--- config.mk ---
export PLATFORM = sky130hd
export DESIGN_NAME = aes_inv_round_ctrl
export DESIGN_NICKNAME = d
export VERILOG_FILES = /design/src/rtl/aes_inv_round_ctrl.sv
export SDC_FILE = /design/constraint.sdc
export NUM_CORES = 1
export LEC_CHECK = 0
export BUFFER_PORTS_ARGS = -buffer_cell sky130_fd_sc_hd__buf_2
export CAP_MARGIN = 10
export CORE_AREA = 8 8 245 247
export CTS_CLUSTER_DIAMETER = 40
export DETAILED_ROUTE_END_ITERATION = 6
export DIE_AREA = 0 0 253 255
export SETUP_SLACK_MARGIN = 0.1
export SYNTH_ARGS = -nofsm -noshare
export SYNTH_HDL_FRONTEND = slang
export SYNTH_SLANG_ARGS = --single-unit
--- constraint.sdc ---
create_clock -name clk -period 1.8 [get_ports clk]
set_input_delay 0.18 -clock clk [delete_from_list [all_inputs] [get_ports clk]]
set_output_delay 0.18 -clock clk [all_outputs]
set_load 0.01 [all_outputs]
--- src/rtl/aes_inv_round_ctrl.sv ---
// Iterative AES-128 decryption sequencer: owns state reg, round counter and FSM; drives a shared inverse-round datapath.
// Latency: accept edge T -> out_valid after edge T+11; one block in flight, result held in DONE until out_ready.
// Backpressure: in_ready only in IDLE; optional abort input when AES_DEC_ABORT_EN is defined.
module aes_inv_round_ctrl #(
    parameter int NR       = 10,
    parameter int RK_IDX_W = 4
) (
    input  logic                clk,
    input  logic                rst_n,
    input  logic                in_valid,
    output logic                in_ready,
    input  logic [127:0]        in_data,
    output logic [RK_IDX_W-1:0] rk_idx,
    input  logic [127:0]        rk_in,
    output logic [127:0]        dp_in,
    output logic                dp_last,
    input  logic [127:0]        dp_out,
    output logic                out_valid,
    input  logic                out_ready,
    output logic [127:0]        out_data,
`ifdef AES_DEC_ABORT_EN
    input  logic                abort,
`endif
    output logic                busy
);

    typedef enum logic [2:0] {
        IDLE  = 3'd0,
        INIT  = 3'd1,
        ROUND = 3'd2,
        FINAL = 3'd3,
        DONE  = 3'd4
    } fsm_t;

    localparam logic [RK_IDX_W-1:0] RK_NR    = RK_IDX_W'(NR);
    localparam logic [RK_IDX_W-1:0] RK_NR_M1 = RK_IDX_W'(NR - 1);
    localparam logic [RK_IDX_W-1:0] RK_ONE   = RK_IDX_W'(1);

    fsm_t                fsm, fsm_nxt;
    logic [127:0]        st_q, st_nxt;
    logic [RK_IDX_W-1:0] round_q, round_nxt;
    logic                live_q;
    logic                abort_hit;

    // Abort only matters once a block is in flight; in IDLE it is ignored.
`ifdef AES_DEC_ABORT_EN
    assign abort_hit = abort && (fsm != IDLE);
`else
    assign abort_hit = 1'b0;
`endif

    always_ff @(posedge clk or negedge rst_n) begin
        if (!rst_n) begin
            fsm     <= IDLE;
            st_q    <= '0;
            round_q <= '0;
            live_q  <= 1'b0;
        end else begin
            fsm     <= fsm_nxt;
            st_q    <= st_nxt;
            round_q <= round_nxt;
            live_q  <= 1'b1;
        end
    end

    always_comb begin
        fsm_nxt   = fsm;
        st_nxt    = st_q;
        round_nxt = round_q;
        in_ready  = (fsm == IDLE) && live_q;
        out_valid = 1'b0;
        rk_idx    = '0;
        dp_last   = 1'b0;
        unique case (fsm)
            IDLE: begin
                if (in_valid && live_q) begin
                    st_nxt    = in_data;
                    round_nxt = RK_NR;
                    fsm_nxt   = INIT;
                end
            end
            INIT: begin
                // Initial AddRoundKey is a plain XOR; the datapath output is not used here.
                rk_idx    = RK_NR;
                st_nxt    = st_q ^ rk_in;
                round_nxt = RK_NR_M1;
                fsm_nxt   = ROUND;
            end
            ROUND: begin
                rk_idx = round_q;
                st_nxt = dp_out;
                if (round_q == RK_ONE) begin
                    round_nxt = '0;
                    fsm_nxt   = FINAL;
                end else begin
                    round_nxt = round_q - RK_ONE;
                end
            end
            FINAL: begin
                dp_last = 1'b1;
                st_nxt  = dp_out;
                fsm_nxt = DONE;
            end
            DONE: begin
                out_valid = 1'b1;
                if (out_ready) begin
                    fsm_nxt = IDLE;
                end
            end
            default: begin
                fsm_nxt = IDLE;
            end
        endcase
        // Abort outranks both the handoff and the round advance.
        if (abort_hit) begin
            fsm_nxt   = IDLE;
            st_nxt    = '0;
            round_nxt = '0;
            out_valid = 1'b0;
        end
    end

    assign dp_in    = st_q;
    assign out_data = out_valid ? st_q : '0;
    assign busy     = (fsm != IDLE);

endmodule

Word level (Yosys, flattened, before mapping)
Index checks and enable logic that the tools add are counted.

cells by class
  $add $sub $neg = 1
  equality and inequality tests = 8
  multiplexer cells = 13
  bitwise gates (word level) = 1
  reduce and logical (&&, ||, !) cells = 10

operators by type and width
  kind                                                    number
  case mux 128 bit (3 select lines)                       1
  2-to-1 mux 128 bit                                      2
  bitwise XOR 128 bit                                     1
  case mux 3 bit (5 select lines)                         1
  case mux 4 bit (3 select lines)                         1
  2-to-1 mux 3 bit                                        3
  nonzero test 3 bit                                      3
  2-to-1 mux 4 bit                                        2
  case mux 4 bit (2 select lines)                         1
  == test 3 x 2 -> 1 bit (second input constant)          2
  == test 4 x 1 -> 1 bit (second input constant)          1
  inequality test 2 bit (second input constant)           2
  AND reduction 2 bit                                     2
  subtractor 4 x 1 -> 4 bit (second input constant)       1
  == test 3 x 1 -> 1 bit (second input constant)          1
  == test 3 bit (second input constant)                   1
  logical NOT 3 bit                                       1
  AND reduction 3 bit                                     1
  logical AND 1 bit                                       2
  2-to-1 mux 1 bit                                        2
  inequality test 2 x 1 -> 1 bit (second input constant)  1
  OR reduction 2 bit                                      1

word-level totals
  flip-flop bits (word level) = 136
  input port bits = 388
  output and inout bits = 264
  logic and storage cells = 37

Logic depth before layout (Yosys ltp)
  depth after elaboration = 4
  mapped depth = 6
  depth with buffers taken out = 5

Least setup slack after synthesis
Ideal clock, no wire load.

  path kind = register -> output
  start = register fsm[0]
  end = output in_ready
  data arrival time = 1.308 ns
  required time = 1.620 ns
  path slack = 0.312 ns
  cell stages (with the launch flop) = 5
  cells stage by stage = dfrtp_1 buf_4 buf_4 or3_1 nor2_1

between the ends
  cells in the longest elaborated chain, start to end = 2

RTL lines
  element                   RTL line  source
  start: declaration        39        fsm_t fsm, fsm_nxt;
  start signal: assignment  59        fsm <= fsm_nxt;
  logical NOT 3 bit         70        in_ready = (fsm == IDLE) && live_q;
  logical AND 1 bit         70
  end: declaration          11        output logic in_ready,

Every way passes these cells.

Worst setup path in the final report
  start = register fsm[0]
  end = output out_data[76]

between the ends
  cells in the longest elaborated chain, start to end = 3

RTL lines
  element             RTL line  source
  == test 3 bit       74        unique case (fsm)
  2-to-1 mux 1 bit    74
  2-to-1 mux 128 bit  124       assign out_data = out_valid ? st_q : '0;
  end: declaration    20        output logic [127:0] out_data,

Every way passes these cells.

==> qor.yml <==
logic_synthesis:
  synth.area.top_cells: "dfrtp_1, a222oi_1, o31ai_1, nor3b_1, nor2b_1"
  synth_cells: 1078
  synth_nets: 1468
  synth_flop_cell: "dfrtp_1"
  ys_warn_count: 0
  synth_cell_type_count: 43
  synth_top_area_share_pct: 34.7
  yosys.cell_count.top_type: "dfrtp_1"
  synth_edf_count: 0
  ys_ff_latch: 136
  syn_area_per_cell_um2: 9.09
  synth_top_cell_by_area: "dfrtp_1"
  syn_area_mm2: 0.00980
  synthArstFlopShare_pct: 100
  synth_common_cells: "dfrtp_1, nor2b_1, and2_1"
  yosysSeqAreaShare_pct: 34.7
sta:
  worst_pin_slew_ps: 747
  hold_viol_final: 0
  setup_violations: 267
  skew_ps: 11.2
  finalSetupTns_ps: -54280
  slew_violations: 0
  setup_slack_ps: -363
  rsz0062_at_grt: "true"
  timing.fmax_mhz: 462
  hold_slack_ps: 47.6
  period_needed_ps: 2160
  fin_crit_sh_pct: 120
  slew_headroom_pct: 50.2
floorplanning:
  core_area_mm2: 0.0560
  row_count: 87
  die_w_um: 253
  die-height_um: 255
  floorplan.initialDensity_pct: 17.5
  die_area_mm2: 0.0645
  pin_count: 652
global_routing:
  grt_overflow: 0
  grt_max_degree: 71
  grt_usage_pct: 16.8
  grt_pass1_wl_um: 84300
  antenna_found_initial: 3
  grt_pass1_vias: 14047
cts:
  clockRootBuffer: "clkbuf_16"
  numCtsBuffers: 17
  clock_sinks: 136
  htree_levels: 4
  path_clk_slew_ps: 60
  cts_tree: "yes"
  clock_path_buffers: 2
  clock_latency_ps: 470
detailed_routing:
  totalWireLength_um: 64500
  drtAntennaViolNets: 0
  routedWlPerCell_um: 23.8
  dr.first_iter.drc_count: 2084
  dr.pass1.iters: 7
  drc_errors: 54
  num_vias: 13918
  via_per_inst: 5.13
placement:
  place_inst: 2401
  gp_congestion: 0.945
  hpwl_um: 36000
  place_area_mm2: 0.0140
  io_buffer_count: 651
setup_path:
  path_class: "register to output pin"
  cpMaxStageDelayCell: "dfrtp_4"
  cp_max_fo: 5
  startpoint_type: "register"
  rrSetupSlack_ps: -210
  cp-end-kind: "output pin"
  cp_top_family: "buffers and inverters"
  crit_chain: "nor3_4, buf_6, buf_12, buf_12, buf_16, and2_4, buf_6"
  crit_buf_inv: 5
  arrival_ps: 1980
  worstPathRequired_ps: 1620
  crit_path_max_incr_delay_ps: 490
layout:
  finalNonFillerCells: 2714
  layout-drive-gt1-share_pct: 47.0
  nNetsFinal: 2333
  fin_area_mm2: 0.0191
  fillers: 5539
  synthToLayoutAreaGrowth_pct: 95.2
power:
  power_mw: 30.6
  switching_power_mw: 14.1
  p_per_area_mw_per_mm2: 1600
  p_comb_share_pct: 66.3
  seqPwrFrac_pct: 21.7
  p_int_mw: 16.4
  p_clk_share_pct: 12.0
  p_sw_share_pct: 46.2
  vdd_drop_max_mv: 0.880
  p_leak_nw: 8.66
status:
  violations: "DRC, setup timing"
  outcome: "finished, violations left"
flow_run:
  maxCapViolCount: 0
worst_hold_path:
  hold_class: "input port to register"
## cells in the final DEF, fill, tap and decap left out, types with 29 or more instances in the layout
cell	instances
a222oi_1	127
and2_1	34
and2_4	96
buf_12	29
buf_2	552
buf_4	34
buf_6	112
clkbuf_16	36
dfrtp_1	133
dlygate4sd3_1	200
nor2b_1	129
nor3b_1	127
o21ai_1	127
o31ai_1	127
## logic make-up (layout without fill, tap and decap cells)
logic type,Yosys count,after routing,synth area share [%]
AO/OA/AOI/OAI,400,400,30.6
XOR/XNOR,1,1,0.0894
adder cells (fa/ha/maj),2,2,0.255
buffers and inverters,135,1013,6.88
flip-flops,136,136,34.7
other,1,3,0.0383
AND/OR/NAND/NOR,403,403,27.4
## repair_timing
action,4_1_cts,5_1_grt
hold endpoints to repair,259,0
pin swaps,49,58
endpoints found under the setup margin,162,269
resized for setup,116,164
hold buffers,200,0
buffers inserted,31,8
cloned,24,22
## metal layers
metal	share of wire, %	wire, um	global-route usage (%)
met5	0	0	0
met4	5.2	3340	8.45
met3	11	6830	4.52
met2	47	30500	29.0
met1	37	23800	19.0
## sequential cells by signal, summed over array words and instances (netlist names)
register,cells
live_q,1
fsm,3
round_q,4
dp_in,128
## cell type report
type | instances | area [um2] | share of cell area (%)
tap | 756 | 946 | 4.94
clock buffer | 20 | 437 | 2.28
multi-input combinational | 807 | 6040 | 31.5
sequential | 136 | 3410 | 17.8
clock inverter | 12 | 153 | 0.798
timing repair buffer | 976 | 8120 | 42.5
inverter | 5 | 18.8 | 0.0981
antenna | 2 | 5.00 | 0.0262
## power groups by stage
stage	Clock (mW)	Sequential, mW	Combinational, mW
after floorplan	0	6.56	8.53
after global placement	0	6.47	14.2
after detailed placement	0	6.53	14.4
after CTS	3.82	6.47	18.0
after global routing	3.93	6.79	21.6
final	3.67	6.63	20.3
## worst reg2reg max path, delay by kind of cell, from the launching register on
family / cells / cell delay (ps)
AO/OA/AOI/OAI: 2 / 410
buffers and inverters: 5 / 830
flip-flops: 1 / 490
AND/OR/NAND/NOR: 1 / 140
## through the flow
step | util [%] | setup slack (ps)
global route | 34.2 | -470
detailed placement | 25.0 | 7.31
global placement | 25.0 | 72.4
CTS | 32.2 | -402
floorplan | - | 312
finish | 34.2 | -363
## path summary, 6_finish.rpt
kind                             start  cells past startpoint            to
max in group asynchronous        rst_n                      3    dp_in[100]
min in group asynchronous        rst_n                      2     dp_in[30]
hold / removal             in_data[23]                      3     dp_in[23]
setup reg to reg                fsm[0]                      8     dp_in[34]
setup / recovery                fsm[0]                      7  out_data[76]
hold reg to reg              dp_in[50]                      2     dp_in[50]
(Power assumes the default switching activity.)
